File: src/rtl/cpu_pkg.sv
// Shared CPU definitions: ALU control encoding and the multiply/divide unit types.
package cpu_pkg;

  typedef enum logic [4:0] {
    ALU_MULT  = 5'b10000,
    ALU_MULTU = 5'b10001,
    ALU_DIV   = 5'b10010,
    ALU_DIVU  = 5'b10011,
    ALU_MTLO  = 5'b10101,
    ALU_MTHI  = 5'b10110
  } alu_control_t;

  typedef enum logic [1:0] {
    MD_IDLE,
    MD_RUN,
    MD_FIX
  } muldiv_state_t;

  typedef enum logic {
    CORE_MUL,
    CORE_DIV
  } core_mode_t;

endpackage

File: src/rtl/muldiv_iter_core.sv
// One unsigned radix-2 step: shift-add multiply or restoring divide.
module muldiv_iter_core
  import cpu_pkg::*;
#(
  parameter int WIDTH = 32
) (
  input  core_mode_t         mode,
  input  logic [2*WIDTH-1:0] acc,
  input  logic [WIDTH-1:0]   operand,
  output logic [2*WIDTH-1:0] acc_next,
  output logic               q_bit
);

  logic [WIDTH:0] sum;
  logic [WIDTH:0] trial;

  // NOTE: every output of a combinational block gets a default first, so no path leaves it unassigned and no latch is inferred.
  always_comb begin
    acc_next = '0;
    q_bit    = 1'b0;
    sum      = {1'b0, acc[2*WIDTH-1:WIDTH]} + {1'b0, {WIDTH{acc[0]}} & operand};
    trial    = acc[2*WIDTH-1:WIDTH-1] - {1'b0, operand};
    if (mode == CORE_MUL) begin
      acc_next = {sum, acc[WIDTH-1:1]};
    end else begin
      // The freed quotient slot is left 0; the caller merges q_bit into it.
      q_bit    = ~trial[WIDTH];
      acc_next = q_bit ? {trial[WIDTH-1:0], acc[WIDTH-2:0], 1'b0}
                       : {acc[2*WIDTH-2:0], 1'b0};
    end
  end

endmodule

File: src/rtl/hilo_muldiv_unit.sv
// Multi-cycle MULT/MULTU/DIV/DIVU unit owning HI/LO, with MTHI/MTLO writes.
module hilo_muldiv_unit
  import cpu_pkg::*;
#(
  parameter int WIDTH = 32
) (
  input  logic             clk,
  input  logic             reset_n,
  input  logic             start,
  input  logic [4:0]       op,
  input  logic [WIDTH-1:0] rs_data,
  input  logic [WIDTH-1:0] rt_data,
  output logic             busy,
  output logic             done,
  output logic             div_by_zero,
  output logic [WIDTH-1:0] hi,
  output logic [WIDTH-1:0] lo
);

  localparam int CNT_W = $clog2(WIDTH) + 1;
  localparam logic [CNT_W-1:0] LAST_STEP = CNT_W'(WIDTH - 1);

  muldiv_state_t      state, state_next;
  logic [CNT_W-1:0]   cnt;
  core_mode_t         mode;
  logic [2*WIDTH-1:0] acc, acc_next;
  logic [WIDTH-1:0]   operand;
  logic               q_bit;
  logic               neg_lo, neg_hi, dz_pending;

  logic               md_start, mt_start, is_div, is_signed, rs_neg, rt_neg;
  logic [WIDTH-1:0]   rs_mag, rt_mag, quotient, remainder;
  logic [2*WIDTH-1:0] product;

  always_comb begin
    is_div    = (op == ALU_DIV)  || (op == ALU_DIVU);
    is_signed = (op == ALU_MULT) || (op == ALU_DIV);
    md_start  = start && (is_div || op == ALU_MULT || op == ALU_MULTU);
    mt_start  = start && (op == ALU_MTHI || op == ALU_MTLO);
    rs_neg    = is_signed && rs_data[WIDTH-1];
    rt_neg    = is_signed && rt_data[WIDTH-1];
    rs_mag    = rs_neg ? -rs_data : rs_data;
    rt_mag    = rt_neg ? -rt_data : rt_data;
    product   = neg_lo ? -acc : acc;
    quotient  = neg_lo ? -acc[WIDTH-1:0] : acc[WIDTH-1:0];
    remainder = neg_hi ? -acc[2*WIDTH-1:WIDTH] : acc[2*WIDTH-1:WIDTH];
  end

  muldiv_iter_core #(.WIDTH(WIDTH)) u_core (
    .mode     (mode),
    .acc      (acc),
    .operand  (operand),
    .acc_next (acc_next),
    .q_bit    (q_bit)
  );

  always_comb begin
    state_next = state;
    case (state)
      MD_RUN:  if (cnt == LAST_STEP) state_next = MD_FIX;
      MD_FIX:  state_next = MD_IDLE;
      default: state_next = MD_IDLE;
    endcase
    // Any new issue aborts whatever is in flight.
    if (md_start)      state_next = MD_RUN;
    else if (mt_start) state_next = MD_IDLE;
  end

  // NOTE: sequential state uses non-blocking assignments so every register samples pre-edge values.
  always_ff @(posedge clk) begin
    if (!reset_n) begin
      state       <= MD_IDLE;
      cnt         <= '0;
      busy        <= 1'b0;
      done        <= 1'b0;
      div_by_zero <= 1'b0;
      hi          <= '0;
      lo          <= '0;
      mode        <= CORE_MUL;
      acc         <= '0;
      operand     <= '0;
      neg_lo      <= 1'b0;
      neg_hi      <= 1'b0;
      dz_pending  <= 1'b0;
    end else begin
      state       <= state_next;
      done        <= 1'b0;
      div_by_zero <= 1'b0;
      if (md_start) begin
        busy       <= 1'b1;
        cnt        <= '0;
        mode       <= is_div ? CORE_DIV : CORE_MUL;
        acc        <= {{WIDTH{1'b0}}, (is_div ? rs_mag : rt_mag)};
        operand    <= is_div ? rt_mag : rs_mag;
        neg_lo     <= rs_neg ^ rt_neg;
        neg_hi     <= rs_neg;
        dz_pending <= is_div && (rt_data == '0);
      end else if (mt_start) begin
        busy <= 1'b0;
        if (op == ALU_MTHI) hi <= rs_data;
        else                lo <= rs_data;
      end else begin
        case (state)
          MD_RUN: begin
            acc <= acc_next | {{(2*WIDTH-1){1'b0}}, q_bit};
            cnt <= cnt + CNT_W'(1);
          end
          MD_FIX: begin
            busy <= 1'b0;
            done <= 1'b1;
            if (dz_pending) begin
              div_by_zero <= 1'b1;
            end else if (mode == CORE_MUL) begin
              {hi, lo} <= product;
            end else begin
              lo <= quotient;
              hi <= remainder;
            end
          end
          default: ;
        endcase
      end
    end
  end

endmodule
File: config.mk
export PLATFORM = sky130hd
export DESIGN_NAME = hilo_muldiv_unit
export DESIGN_NICKNAME = d
export VERILOG_FILES = /design/src/rtl/cpu_pkg.sv /design/src/rtl/muldiv_iter_core.sv /design/src/rtl/hilo_muldiv_unit.sv
export SDC_FILE = /design/constraint.sdc
export NUM_CORES = 1
export LEC_CHECK = 0
export BUFFER_PORTS_ARGS = -buffer_cell sky130_fd_sc_hd__buf_2
export CORE_MARGIN = 3
export CORE_UTILIZATION = 50
export CTS_BUF_LIST = sky130_fd_sc_hd__clkbuf_4 sky130_fd_sc_hd__clkbuf_8 sky130_fd_sc_hd__clkbuf_16
export CTS_CLUSTER_SIZE = 28
export DETAILED_ROUTE_END_ITERATION = 6
export PLACE_DENSITY = 0.69
export SLEW_MARGIN = 0
export SYNTH_ARGS = -nofsm -noshare
export SYNTH_HDL_FRONTEND = slang
export SYNTH_SLANG_ARGS = --single-unit
File: constraint.sdc
create_clock -name clk -period 4 [get_ports clk]
set_clock_uncertainty 0.2 [all_clocks]
set_input_delay 0.8 -clock clk [delete_from_list [all_inputs] [get_ports clk]]
set_output_delay 0.8 -clock clk [all_outputs]
set_load 0.1 [all_outputs]
-- Word-level counts from Yosys, hierarchy flattened
Cells that the tools add are included.
- word-level logic and storage cells: 101
- memories: 0
- memory bits (read-only): 0
- flip-flop bits (word level): 175
- RAM bits: 0
- bits in latches: 0
- output and inout port bits: 67
- input port bits: 72
- $mul: 0
- mux-type cells: 33
- $add $sub $neg: 8
- order comparisons: 0
- reductions and logical operators: 22
- shift operators: 0
- divide/modulo/power cells: 0
- eq/ne operators: 14
- bitwise logic cells: 9
- operators with widths (kind ; count):
    two-way mux 32 bit ; 19
    two-way mux 64 bit ; 3
    negation 32 bit ; 4
    negation 64 bit ; 1
    OR 64 x 1 -> 64 bit ; 1
    adder 32 x 32 -> 33 bit ; 1
    subtractor 33 x 32 -> 33 bit ; 1
    AND 32 bit ; 1
    logical NOT 32 bit ; 1
    == test 5 bit (second input constant) ; 6
    two-way mux 1 bit ; 11
    AND reduction 4 bit ; 2
    OR reduction 4 bit ; 2
    adder 6 x 1 -> 6 bit (second input constant) ; 1
    == test 6 x 5 -> 1 bit (second input constant) ; 1
    NOT 1 bit ; 6
    logical AND 1 bit ; 5
    logical OR 1 bit ; 5
    inequality test 2 x 1 -> 1 bit (second input constant) ; 2
    inequality test 2 bit (second input constant) ; 2
    inequality test 4 bit (second input constant) ; 1
    AND reduction 2 bit ; 2
    nonzero test 2 bit ; 2
    nonzero test 3 bit ; 1
    other kinds (5) ; 5

-- Depth between registers and ports, before layout
- depth after elaboration: 7
- mapped depth: 15
- depth with buffers taken out: 13

-- Cells and area by module
From an unflattened synthesis, not the netlist that was laid out.
- cell total of the unflattened synthesis: 2081
- area, all modules: 15103.2 µm²
- modules (own cells, without submodules) (module ; cells an instance ; area an instance (µm²) ; times used):
    hilo_muldiv_unit ; 1450 ; 10724.0 ; 1
    muldiv_iter_core ; 631 ; 4379.2 ; 1

-- Worst setup path before layout
No wires, ideal clock.
- kind: flip-flop to flip-flop
- start: register acc[32]
- end: register acc[52]
- arrival: 3.096 ns
- path slack: 0.589 ns
- data required time: 3.684 ns
- library setup time: 0.116 ns
- stages on the path, launching flop included: 14
- cells stage by stage: dfxtp_1 > clkbuf_1 > inv_1 > fa_1 > nand2b_1 > a21oi_1 > o21ai_1 > a21oi_1 > a31oi_1 > xnor2_1 > buf_2 > mux2_2 > a21oi_1 > nor2_1
- cells in the longest elaborated chain, start to end: 4
- elaborated cells between the ends (all ways): 5
- RTL lines (element ; RTL line ; text):
    start: declaration ; hilo_muldiv_unit.sv:26 ; logic [2*WIDTH-1:0] acc, acc_next;
    start signal: assignment ; hilo_muldiv_unit.sv:93 ; acc <= {{WIDTH{1'b0}}, (is_div ? rs_mag : rt_mag)};
    start signal: assignment ; hilo_muldiv_unit.sv:105 ; acc <= acc_next | {{(2*WIDTH-1){1'b0}}, q_bit};
    subtractor 33 x 32 -> 33 bit ; muldiv_iter_core.sv:22 ; trial = acc[2*WIDTH-1:WIDTH-1] - {1'b0, operand};
    two-way mux 64 bit ; muldiv_iter_core.sv:28 ; acc_next = q_bit ? {trial[WIDTH-1:0], acc[WIDTH-2:0], 1'b0}
    two-way mux 64 bit * ; muldiv_iter_core.sv:23 ; if (mode == CORE_MUL) begin
    OR 64 x 1 -> 64 bit * ; hilo_muldiv_unit.sv:105 ;
Mark *: on every way between the ends. The rest lies on a longest branch, timed or not.
A chain may end at the register's enable or synchronous reset.

-- Final worst setup path
- start: register acc[0]
- end: register acc[58]
- cells in the longest elaborated chain, start to end: 4
- RTL lines (element ; RTL line ; text):
    AND 32 bit ; muldiv_iter_core.sv:21 ; sum = {1'b0, acc[2*WIDTH-1:WIDTH]} + {1'b0, {WIDTH{acc[0]}} & operand};
    adder 32 x 32 -> 33 bit ; muldiv_iter_core.sv:21 ;
    two-way mux 64 bit ; muldiv_iter_core.sv:23 ;
    OR 64 x 1 -> 64 bit ; hilo_muldiv_unit.sv:105 ;
Every way passes these cells.

==> flow_summary.toml <==
[cts]
cts_tree = "done"
cts_sinks = 175
cts_root_buf = "clkbuf_16"
cts.repair.resized = 0
clk_latency_ps = 440
clockBufferDepth = 2
hold_buffers = 0
path_clk_slew_ps = 70
postCtsSetupBuffers = 0
cts.htree.levels = 4
numCtsBuffers = 17

[power]
power_density_nw_per_um2 = 291.1
p_leak_nw = 6.493
peakVddDrop_mv = 0.2968
finalPower_mw = 4.703

[worst_setup_path]
worstPathRequired_ps = 4110
critPathKind = "reg -> reg"
crit_arrival_ps = 3870
critPathCaptureType = "flip-flop"
cp_max_fo = 22
crit_path_start_kind = "flip-flop"

[synth]
syn_area_per_cell_um2 = 7.327
synth_warnings = 0
ys.flop_type = "dfxtp_1"
synth_area_um2 = 14340
async_flop_share = 0
synth-seq-cells = 175
synth_top_area_share = 0.2443
synth_cell_types = 77
synth_area_leader_cell = "dfxtp_1"
yosysSeqAreaShare = 0.2443
netlist_instances = 1957
synth_edf_count = 0
syn_nets = 2100
synthTopCellsByArea = "dfxtp_1 (24%), a21oi_1 (7.7%), ha_1 (6.0%)"

[sta]
drv_slew = 0
period_needed_ps = 3763
setup-tns-final_ps = 0
rsz0062_at_grt = "no"
slew_headroom = 0.3843
hold_violations = 0
fmax_ghz = 0.2657
worst_hold_slack_ps = 255.6
worst_pin_slew_ps = 923.5
setup_viol = 0
min_period_over_period = 0.9408

[floorplan]
die_height_um = 175.3
ios = 139
die_area_um2 = 30750
fp.dieW_um = 175.3
start_util = 0.5119
rows = 61
core_area_um2 = 28010

[placement]
io_buffers = 138
hpwl_mm = 40.88
place_congestion = 0.9930

[global_route]
antenna_found_initial = 2
grt_pass1_wl_mm = 82.64
grt_pass1_vias = 14280
grt_overflow = 0
groute.usage.overall = 0.3404
grt_max_degree = 83

[route]
drc_errors = 6
ant_nets = 0
drt_iter0_drc = 1709
routed_wl_mm = 54.12
num_vias = 15590
vias_per_cell = 6.370
first_pass_iters = 7
wl_per_cell_um = 22.11

[status]
violations = "DRC"
status = "complete, but fails checks"

[finish]
final_layout_size_suffix_gt1_frac = 0.1397
syn_to_final_growth_pct = 12.66
fillers = 2715
nNetsFinal = 2199

[min_path]
hp-class = "reg -> reg"

[job]
drv_cap = 0
-- worst max-delay path: stages, from the launching register on --
cell      delay (ps)
dfxtp_1          330
inv_1            290
buf_12           210
nor2_1            60
ha_1             390
and4_1           220
a21oi_1           80
o2111a_1         200
o31ai_1          400
a31oi_1          220
buf_4            190
o311ai_0         430
xnor2_1          130
a22oi_1          160
o21ai_0          110
-- stage by stage --
step	cell area (um^2)	instances	setup slack, ps	utilization
floorplan	14340	1957	588.7	-
global placement	15580	2415	219.8	0.5561
detailed placement	15580	2415	127.5	0.5561
CTS	16150	2447	308.5	0.5764
global route	16150	2447	24.99	0.5766
finish	16150	2448	236.6	0.5767
-- Yosys cell counts (all sizes together), types with 28 or more instances --
master	n
a21oi	221
nor2	220
o21ai	182
nand2	179
dfxtp	175
clkbuf	110
xnor2	89
xor2	85
ha	69
inv	65
mux2i	45
nand3	42
a211oi	38
o211ai	28
o31ai	28
-- per-layer routing --
| layer | global-route usage | vias up | share of wire |
|---|---|---|---|
| met2 | 0.5208 | 854 | 0.43 |
| met3 | 0.04756 | 165 | 0.089 |
| li1 | - | 7288 | - |
| met5 | 0 | - | 0.00024 |
| met4 | 0.1503 | 2 | 0.048 |
| met1 | 0.4774 | 7285 | 0.43 |
-- worst paths after layout --
path                       startpoint                   end  slack [ps]  depth (start not counted)
setup reg to reg  acc[0]$_SDFFE_PN0P_  acc[58]$_SDFFE_PP0P_         240                         14
setup / recovery  acc[0]$_SDFFE_PN0P_  acc[58]$_SDFFE_PP0P_         240                         14
hold / removal    hi[10]$_SDFFE_PN0P_   hi[10]$_SDFFE_PN0P_         260                          2
hold reg to reg   hi[10]$_SDFFE_PN0P_   hi[10]$_SDFFE_PN0P_         260                          2
-- placed cells by master, fill, tap and decap left out, drive strengths merged, types with 25 or more instances in the layout --
master / n
a211oi: 38
a21o: 25
a21oi: 221
buf: 206
dfxtp: 175
ha: 69
inv: 72
mux2i: 45
nand2: 179
nand3: 42
nor2: 220
nor3: 25
o211ai: 28
o21ai: 182
o31ai: 28
xnor2: 89
xor2: 85
-- report_power, final --
part           internal, mW  total, mW  switching, mW  leakage (nW)
clock                 0.846       1.68          0.835         0.279
sequential             1.77       1.83         0.0528          1.42
combinational         0.457       1.19          0.738          4.80
-- flip-flops by register name, indices dropped and copies added, names as in the netlist, 2 cells and up --
register and count:
acc 64, cnt 6, hi 32, lo 32
operand 32, state 2
-- layout make-up --
| type | count | area [um^2] | area share |
|---|---|---|---|
| Sequential cell | 175 | 3508 | 0.2172 |
| Timing Repair Buffer | 206 | 1239 | 0.07668 |
| Inverter | 65 | 244.0 | 0.01510 |
| Tap cell | 378 | 473.0 | 0.02928 |
| Clock buffer | 19 | 446.7 | 0.02765 |
| Antenna cell | 1 | 2.502 | 0.0001549 |
| Multi-Input combinational cell | 1591 | 10120 | 0.6264 |
| Clock inverter | 13 | 121.4 | 0.007513 |
-- cells by family (layout without fill, tap and decap cells) --
logic type,count (synthesis),count (layout),synth area share
AOI/OAI and AO/OA,675,675,0.2923
xor gates and xnor gates,174,174,0.1063
adders and majority gates,71,71,0.06300
buffers and inverters,191,303,0.05183
DFF,175,175,0.2443
muxes,55,55,0.03927
other,0,1,0
and+or+nand+nor,616,616,0.2030
(Power assumes the default switching activity.)
